`src/rtl/mem_access_unit.sv`:
```
// Multicycle load/store sequencer between the datapath and data memory.
// Handles lane selection, load extension, memory latency and fault reporting.
module mem_access_unit #(
  parameter int MEM_LATENCY = 1
) (
  input  logic        i_clk,
  input  logic        i_rst,
  input  logic        i_start_read,
  input  logic        i_start_write,
  input  logic [2:0]  i_funct3,
  input  logic [31:0] i_addr,
  input  logic [31:0] i_wdata,
  output logic [31:0] o_mem_addr,
  output logic        o_mem_rd,
  output logic        o_mem_wr,
  output logic [3:0]  o_mem_be,
  output logic [31:0] o_mem_wdata,
  input  logic [31:0] i_mem_rdata,
  output logic [31:0] o_load_data,
  output logic        o_busy,
  output logic        o_done,
  output logic        o_fault
);

  typedef enum logic [1:0] {S_IDLE, S_RD, S_WR, S_DONE} state_t;

  state_t      r_state, w_next;
  logic [31:0] r_addr, r_wd, r_load_data;
  logic [2:0]  r_f3;
  logic        r_fault;
  logic [3:0]  r_cnt;

  logic        w_start, w_legal, w_misal, w_fault;
  logic [1:0]  w_a;
  logic [3:0]  w_be;
  logic [31:0] w_shift, w_ext, w_wdata;

  assign w_start = i_start_read | i_start_write;

  // Legality depends on direction; a simultaneous read/write request is a read.
  always_comb begin
    w_legal = 1'b0;
    if (i_start_read) begin
      case (i_funct3)
        3'b000, 3'b001, 3'b010, 3'b100, 3'b101: w_legal = 1'b1;
        default: w_legal = 1'b0;
      endcase
    end else begin
      case (i_funct3)
        3'b000, 3'b001, 3'b010: w_legal = 1'b1;
        default: w_legal = 1'b0;
      endcase
    end
    w_misal = ((i_funct3[1:0] == 2'b01) && i_addr[0]) ||
              ((i_funct3[1:0] == 2'b10) && (i_addr[1:0] != 2'b00));
    w_fault = !w_legal || w_misal;
  end

  always_comb begin
    w_next = r_state;
    case (r_state)
      S_IDLE: begin
        if (w_start) begin
          if (w_fault)           w_next = S_DONE;
          else if (i_start_read) w_next = S_RD;
          else                   w_next = S_WR;
        end
      end
      S_RD:    if (r_cnt == 4'd0) w_next = S_DONE;
      S_WR:    w_next = S_DONE;
      S_DONE:  w_next = S_IDLE;
      default: w_next = S_IDLE;
    endcase
  end

  always_ff @(posedge i_clk or posedge i_rst) begin
    if (i_rst) r_state <= S_IDLE;
    else       r_state <= w_next;
  end

  always_ff @(posedge i_clk or posedge i_rst) begin
    if (i_rst) begin
      r_addr      <= '0;
      r_wd        <= '0;
      r_f3        <= '0;
      r_fault     <= 1'b0;
      r_cnt       <= '0;
      r_load_data <= '0;
    end else if ((r_state == S_IDLE) && w_start) begin
      r_addr  <= i_addr;
      r_f3    <= i_funct3;
      r_wd    <= i_wdata;
      r_fault <= w_fault;
      r_cnt   <= 4'(MEM_LATENCY - 1);
    end else if (r_state == S_RD) begin
      if (r_cnt != 4'd0) r_cnt       <= r_cnt - 4'd1;
      else               r_load_data <= w_ext;
    end
  end

  assign w_a     = r_addr[1:0];
  assign w_shift = i_mem_rdata >> {w_a, 3'b000};

  always_comb begin
    case (r_f3[1:0])
      2'b00:   w_be = 4'b0001 << w_a;
      2'b01:   w_be = 4'b0011 << w_a;
      default: w_be = 4'b1111;
    endcase
    case (r_f3)
      3'b000:  w_ext = {{24{w_shift[7]}}, w_shift[7:0]};
      3'b100:  w_ext = {24'd0, w_shift[7:0]};
      3'b001:  w_ext = {{16{w_shift[15]}}, w_shift[15:0]};
      3'b101:  w_ext = {16'd0, w_shift[15:0]};
      default: w_ext = i_mem_rdata;
    endcase
    // Replication places the data in the addressed lane(s) for any aligned offset.
    case (r_f3[1:0])
      2'b00:   w_wdata = {4{r_wd[7:0]}};
      2'b01:   w_wdata = {2{r_wd[15:0]}};
      default: w_wdata = r_wd;
    endcase
  end

  assign o_mem_rd    = (r_state == S_RD);
  assign o_mem_wr    = (r_state == S_WR);
  assign o_mem_be    = (o_mem_rd || o_mem_wr) ? w_be : 4'b0000;
  assign o_mem_addr  = {r_addr[31:2], 2'b00};
  assign o_mem_wdata = w_wdata;
  assign o_load_data = r_load_data;
  assign o_busy      = (r_state != S_IDLE);
  assign o_done      = (r_state == S_DONE);
  assign o_fault     = o_done && r_fault;

endmodule

```
`config.mk`:
```
export PLATFORM = sky130hd
export DESIGN_NAME = mem_access_unit
export DESIGN_NICKNAME = d
export VERILOG_FILES = /design/src/rtl/mem_access_unit.sv
export SDC_FILE = /design/constraint.sdc
export NUM_CORES = 1
export LEC_CHECK = 0
export BUFFER_PORTS_ARGS = -buffer_cell sky130_fd_sc_hd__buf_2
export CAP_MARGIN = 5
export CORE_ASPECT_RATIO = 1.25
export CORE_MARGIN = 2
export CORE_UTILIZATION = 35
export CTS_BUF_LIST = sky130_fd_sc_hd__clkbuf_2 sky130_fd_sc_hd__clkbuf_4 sky130_fd_sc_hd__clkbuf_8
export CTS_CLUSTER_SIZE = 8
export DETAILED_ROUTE_END_ITERATION = 10
export PLACE_DENSITY = 0.6
export REMOVE_ABC_BUFFERS = 1
export SKIP_LAST_GASP = 1
export SYNTH_ARGS = -nofsm -noshare
export SYNTH_HDL_FRONTEND = slang
export SYNTH_SLANG_ARGS = --single-unit
```
`constraint.sdc`:
```
create_clock -name i_clk -period 3 [get_ports i_clk]
set_clock_uncertainty 0.05 [all_clocks]
set_input_delay 0.15 -clock i_clk [delete_from_list [all_inputs] [get_ports i_clk]]
set_output_delay 0.15 -clock i_clk [all_outputs]
set_load 0.02 [all_outputs]
```
==> results list <==
* Max incr delay on CP: 0.81 ns
* Sink count of the clock tree: 106
* Post-CTS sizing: 0
- Initial standard-cell utilization of the core: 0.359
* Peak supply drop: 0.000428 V
* Total Routing Usage GR: 0.195
- The internal power of the cells totals 4.22 mW.
* Global-route wire length before repair: 26.3 mm
* Share of synthesized area occupied by flip-flops and latches: 0.473
- Worst slew margin relative to its limit: 0.423
- Summed over all layers, the routed wires come to 16.5 mm.
- Commonest cells after routing, fill and taps aside: nand2_1 (240), buf_2 (205), dfrtp_1 (105), dlygate4sd3_1 (69), nor2_1 (41)
- The number of antenna violations at the first check in global routing was 0.
- Net switching power figure: 3.98 mW
- For this design the top-level I/O count stands at 208.
* Detail-routed via count per cell: 4.71
* Maximum number of pins on one net before global-route repair: 74
- Final hold analysis gives a worst-case slack of 0.0290 ns.
- The number of antenna diodes in the final layout is 0.
* Arithmetic-cell share of the synthesized area counting full adders, half adders and majority gates: 0.0134
* Cell-by-cell listing of the critical path: buf_4 > nor2_1 > nor2_1 > nor2b_1 > buf_2
* Yosys warnings: 0
* Number of buffers between clock root and the deepest sink: 2
- The first TritonRoute pass finished after 4 iterations.
- Area share of and/or/nand/nor cells after synthesis: 0.224
- The clock reaches the later pin of the worst-skew pair after between 0.3 and 0.4 ns.
- WP data arrival: 2.29 ns
- At the end of routability-driven placement, the weighted congestion stood at 0.813.
- In the synthesized netlist the dominant register cell turns out to be dfrtp_1.
* Part of the total power dissipated in sequential elements: 0.332
- Synthesis instantiated 47 different standard cells from the library.
- From synthesis to final layout, the design area changed by 32.2%.
* Deepest level of the CTS H-tree: 3
- The library cell used most frequently in the layout, excluding fill and tap cells, is nand2_1.
- Worst path slowest cell: dfrtp_1
* Avg Inst Size Synth: 8.55 um^2
- Of the cells placed in the final design, the portion with a size suffix greater than 1 is 0.301.
- Cell type group with the largest total delay on the critical path: flip-flops
- In the final routed layout, each cell accounts on average for 15.1 um.
* Critical path buffers and inverters: 2
- Hold Path Class: in2reg
- Post-synthesis xor/xnor area fraction: 0.00468
- In the synthesized netlist, the number of instances is 656.
* Required time of the worst setup path: 2.80 ns
- In the routed design, unresolved DRC markers number 0.
* Post-placement worst setup slack: 0.777 ns
- Along the worst path, the maximum fanout reaches 14.
* RSZ-0062 raised after global routing: no
* Worst Setup Start Kind: flip-flop
* Final Worst Setup Slack: roughly 0.5 ns
- The initialized floorplan defines 51 standard-cell rows.
- Starting DRT DRC Count: 258
- Post-layout min period: 2.49 ns
- Total vias in the final route: 5140
* Std-Cell Core Area: 15600 um^2
- After global routing the overflow that remains totals 0.
* Total standard cell area after synthesis: around 5600 um^2
* Worst path most repeated cell: nor2_1
- After synthesis, the largest family of logic cells by area is simple AND/OR/NAND/NOR gates.
- Final period utilization: 0.829
- Based on the critical path, the design can be clocked at up to 402 MHz.
* Setup Crit Path Kind: reg2out
- Clock-pin transition on the worst setup and hold timing paths: 0.10 ns
* Number of setup violations in the final report: 0
- The tool flagged a number of max-cap violations equal to 0.
- Post-synthesis register bit count: 106
* Total die area: 17100 um^2
- TritonCTS clock tree: yes
* Leakage: 3.85 nW
- Buffers added to address setup during post-CTS repair amount to 0.
- Share of cell area taken by muxes after synthesis: 0.0723
* Chip Height: 146 um
- Fillers: between 1500 and 2000
- The HPWL after detailed placement is 10.8 mm.
- Power spread over the standard cell area amounts to 1110 nW/um^2.
- Hold-fix buffers at CTS: between 60 and 70
- End-of-flow core utilization: 0.474
* Max-slew violations: 0
- Post-synthesis compound-gate area fraction: 0.118
- The tree is rooted in a clkbuf_8.
- Width of the die: 117 um
* Transition time of the tightest slew-check pin: 0.862 ns
- Total count of hold-check failures in the final report: 0
- Of the total power, combinational logic draws 0.563.
- Category of the worst setup path capture point: output pin
- The number of global-route vias before repair is 5161.
* Final sum of negative setup slack: 0 ns
- NumNets Final: 984
- Yosys mapped a number of flops with a built-in enable equal to 0.
- Status: complete, no violations
* Number of clock buffers inserted by TritonCTS: 9
* Share of flip-flops with an asynchronous set or reset: 1.00
- Final antenna-violating net count: 0
- The share of total power dissipated in the clock network is 0.105.
- Of the total power, the share spent switching nets is 0.485.
- Number of buffer cells added on primary ports: 205
==> power by group through the flow <==
| stage | combinational, mW | clock (mW) | sequential [mW] |
|---|---|---|---|
| after floorplan | 2.40 | 0 | 3.30 |
| after global placement | 4.53 | 0 | 2.75 |
| after detailed placement | 4.58 | 0 | 2.74 |
| after CTS | 4.66 | 0.907 | 2.73 |
| after global routing | 5.11 | 0.956 | 2.83 |
| final | 4.62 | 0.858 | 2.72 |
==> metal layers <==
layer / part of all wire / track usage
met1: 0.44 / 0.260
met2: 0.48 / 0.316
met3: 0.063 / 0.0346
met4: 0.015 / 0.0671
met5: 0 / 0
==> through the flow <==
stage	std cells	total power, mW	area [um^2]
2_1_floorplan	579	5.70	5120
3_3_place_gp	1007	7.28	6540
3_5_place_dp	1007	7.32	6540
4_1_cts	1092	8.29	7420
5_1_grt	1092	8.90	7420
6_report	1092	8.20	7420
==> logic make-up after synthesis <==
logic type | Yosys count
AND/OR/NAND/NOR | 311
flip-flops | 106
AO/OA/AOI/OAI | 103
buffers and inverters | 87
multiplexers | 39
adder cells (fa/ha/maj) | 6
XOR/XNOR | 3
other | 1
==> worst reg2reg max path: stages, from the launching register on <==
cell and delay, ns:
dfrtp_1 0.42, inv_1 0.06, ha_1 0.17, nor3b_1 0.31, and3_1 0.58, buf_4 0.33
nor2_1 0.06, a211oi_1 0.21
==> flip-flops by register name, summed over array words and instances, names as in the netlist <==
signal / count
r_f3: 3
r_cnt: 4
r_fault: 1
r_state: 2
o_load_data: 32
r_wd: 32
r_addr: 32
==> area by class of cell <==
| class | count | area (um^2) | area share |
|---|---|---|---|
| Sequential cell | 106 | 2650 | 0.358 |
| Inverter | 9 | 36.3 | 0.00489 |
| Clock inverter | 4 | 26.3 | 0.00354 |
| Clock buffer | 12 | 159 | 0.0214 |
| Timing Repair Buffer | 285 | 1820 | 0.246 |
| Tap cell | 212 | 265 | 0.0358 |
| Multi-Input combinational cell | 464 | 2450 | 0.331 |
==> Yosys cell counts (2+ instances only) <==
cell	count	share of area
a21oi_1	21	0.019
nor3b_1	6	0.0080
clkbuf_1	18	0.012
nor3_1	2	0.0018
o21ai_0	32	0.029
or2_2	4	0.0045
nor2b_1	3	0.0033
buf_1	7	0.0047
nand2_1	240	0.16
inv_1	9	0.0060
a21o_1	2	0.0027
o21a_1	2	0.0027
nand3_1	2	0.0018
buf_4	42	0.056
nor2_1	42	0.028
a211oi_1	6	0.0080
o22ai_1	6	0.0067
a22o_1	5	0.0078
a32oi_1	2	0.0031
ha_1	6	0.013
a31oi_1	4	0.0045
o21ai_2	11	0.017
mux2i_1	27	0.048
mux2_1	2	0.0040
a22oi_1	3	0.0040
buf_2	6	0.0054
xor2_1	2	0.0031
mux2_2	10	0.020
nand2b_1	5	0.0056
dfrtp_1	106	0.47
buf_6	4	0.0080
a2bb2oi_1	4	0.0062
==> path summary, 6_finish.rpt <==
check / startpoint / endpoint / slack [ns] / cells after the start
min in group asynchronous: i_rst / r_wd[3] / 0.41 / 3
setup / recovery: r_addr[0] / o_mem_be[0] / 0.51 / 5
hold / removal: i_mem_rdata[4] / o_load_data[4] / 0.03 / 3
max in group asynchronous: i_rst / o_load_data[11] / 1.78 / 4
setup reg to reg: r_cnt[0] / o_load_data[10] / 0.71 / 7
hold reg to reg: r_addr[5] / r_addr[5] / 0.43 / 2
No activity file was read; power rests on OpenSTA's default activity.
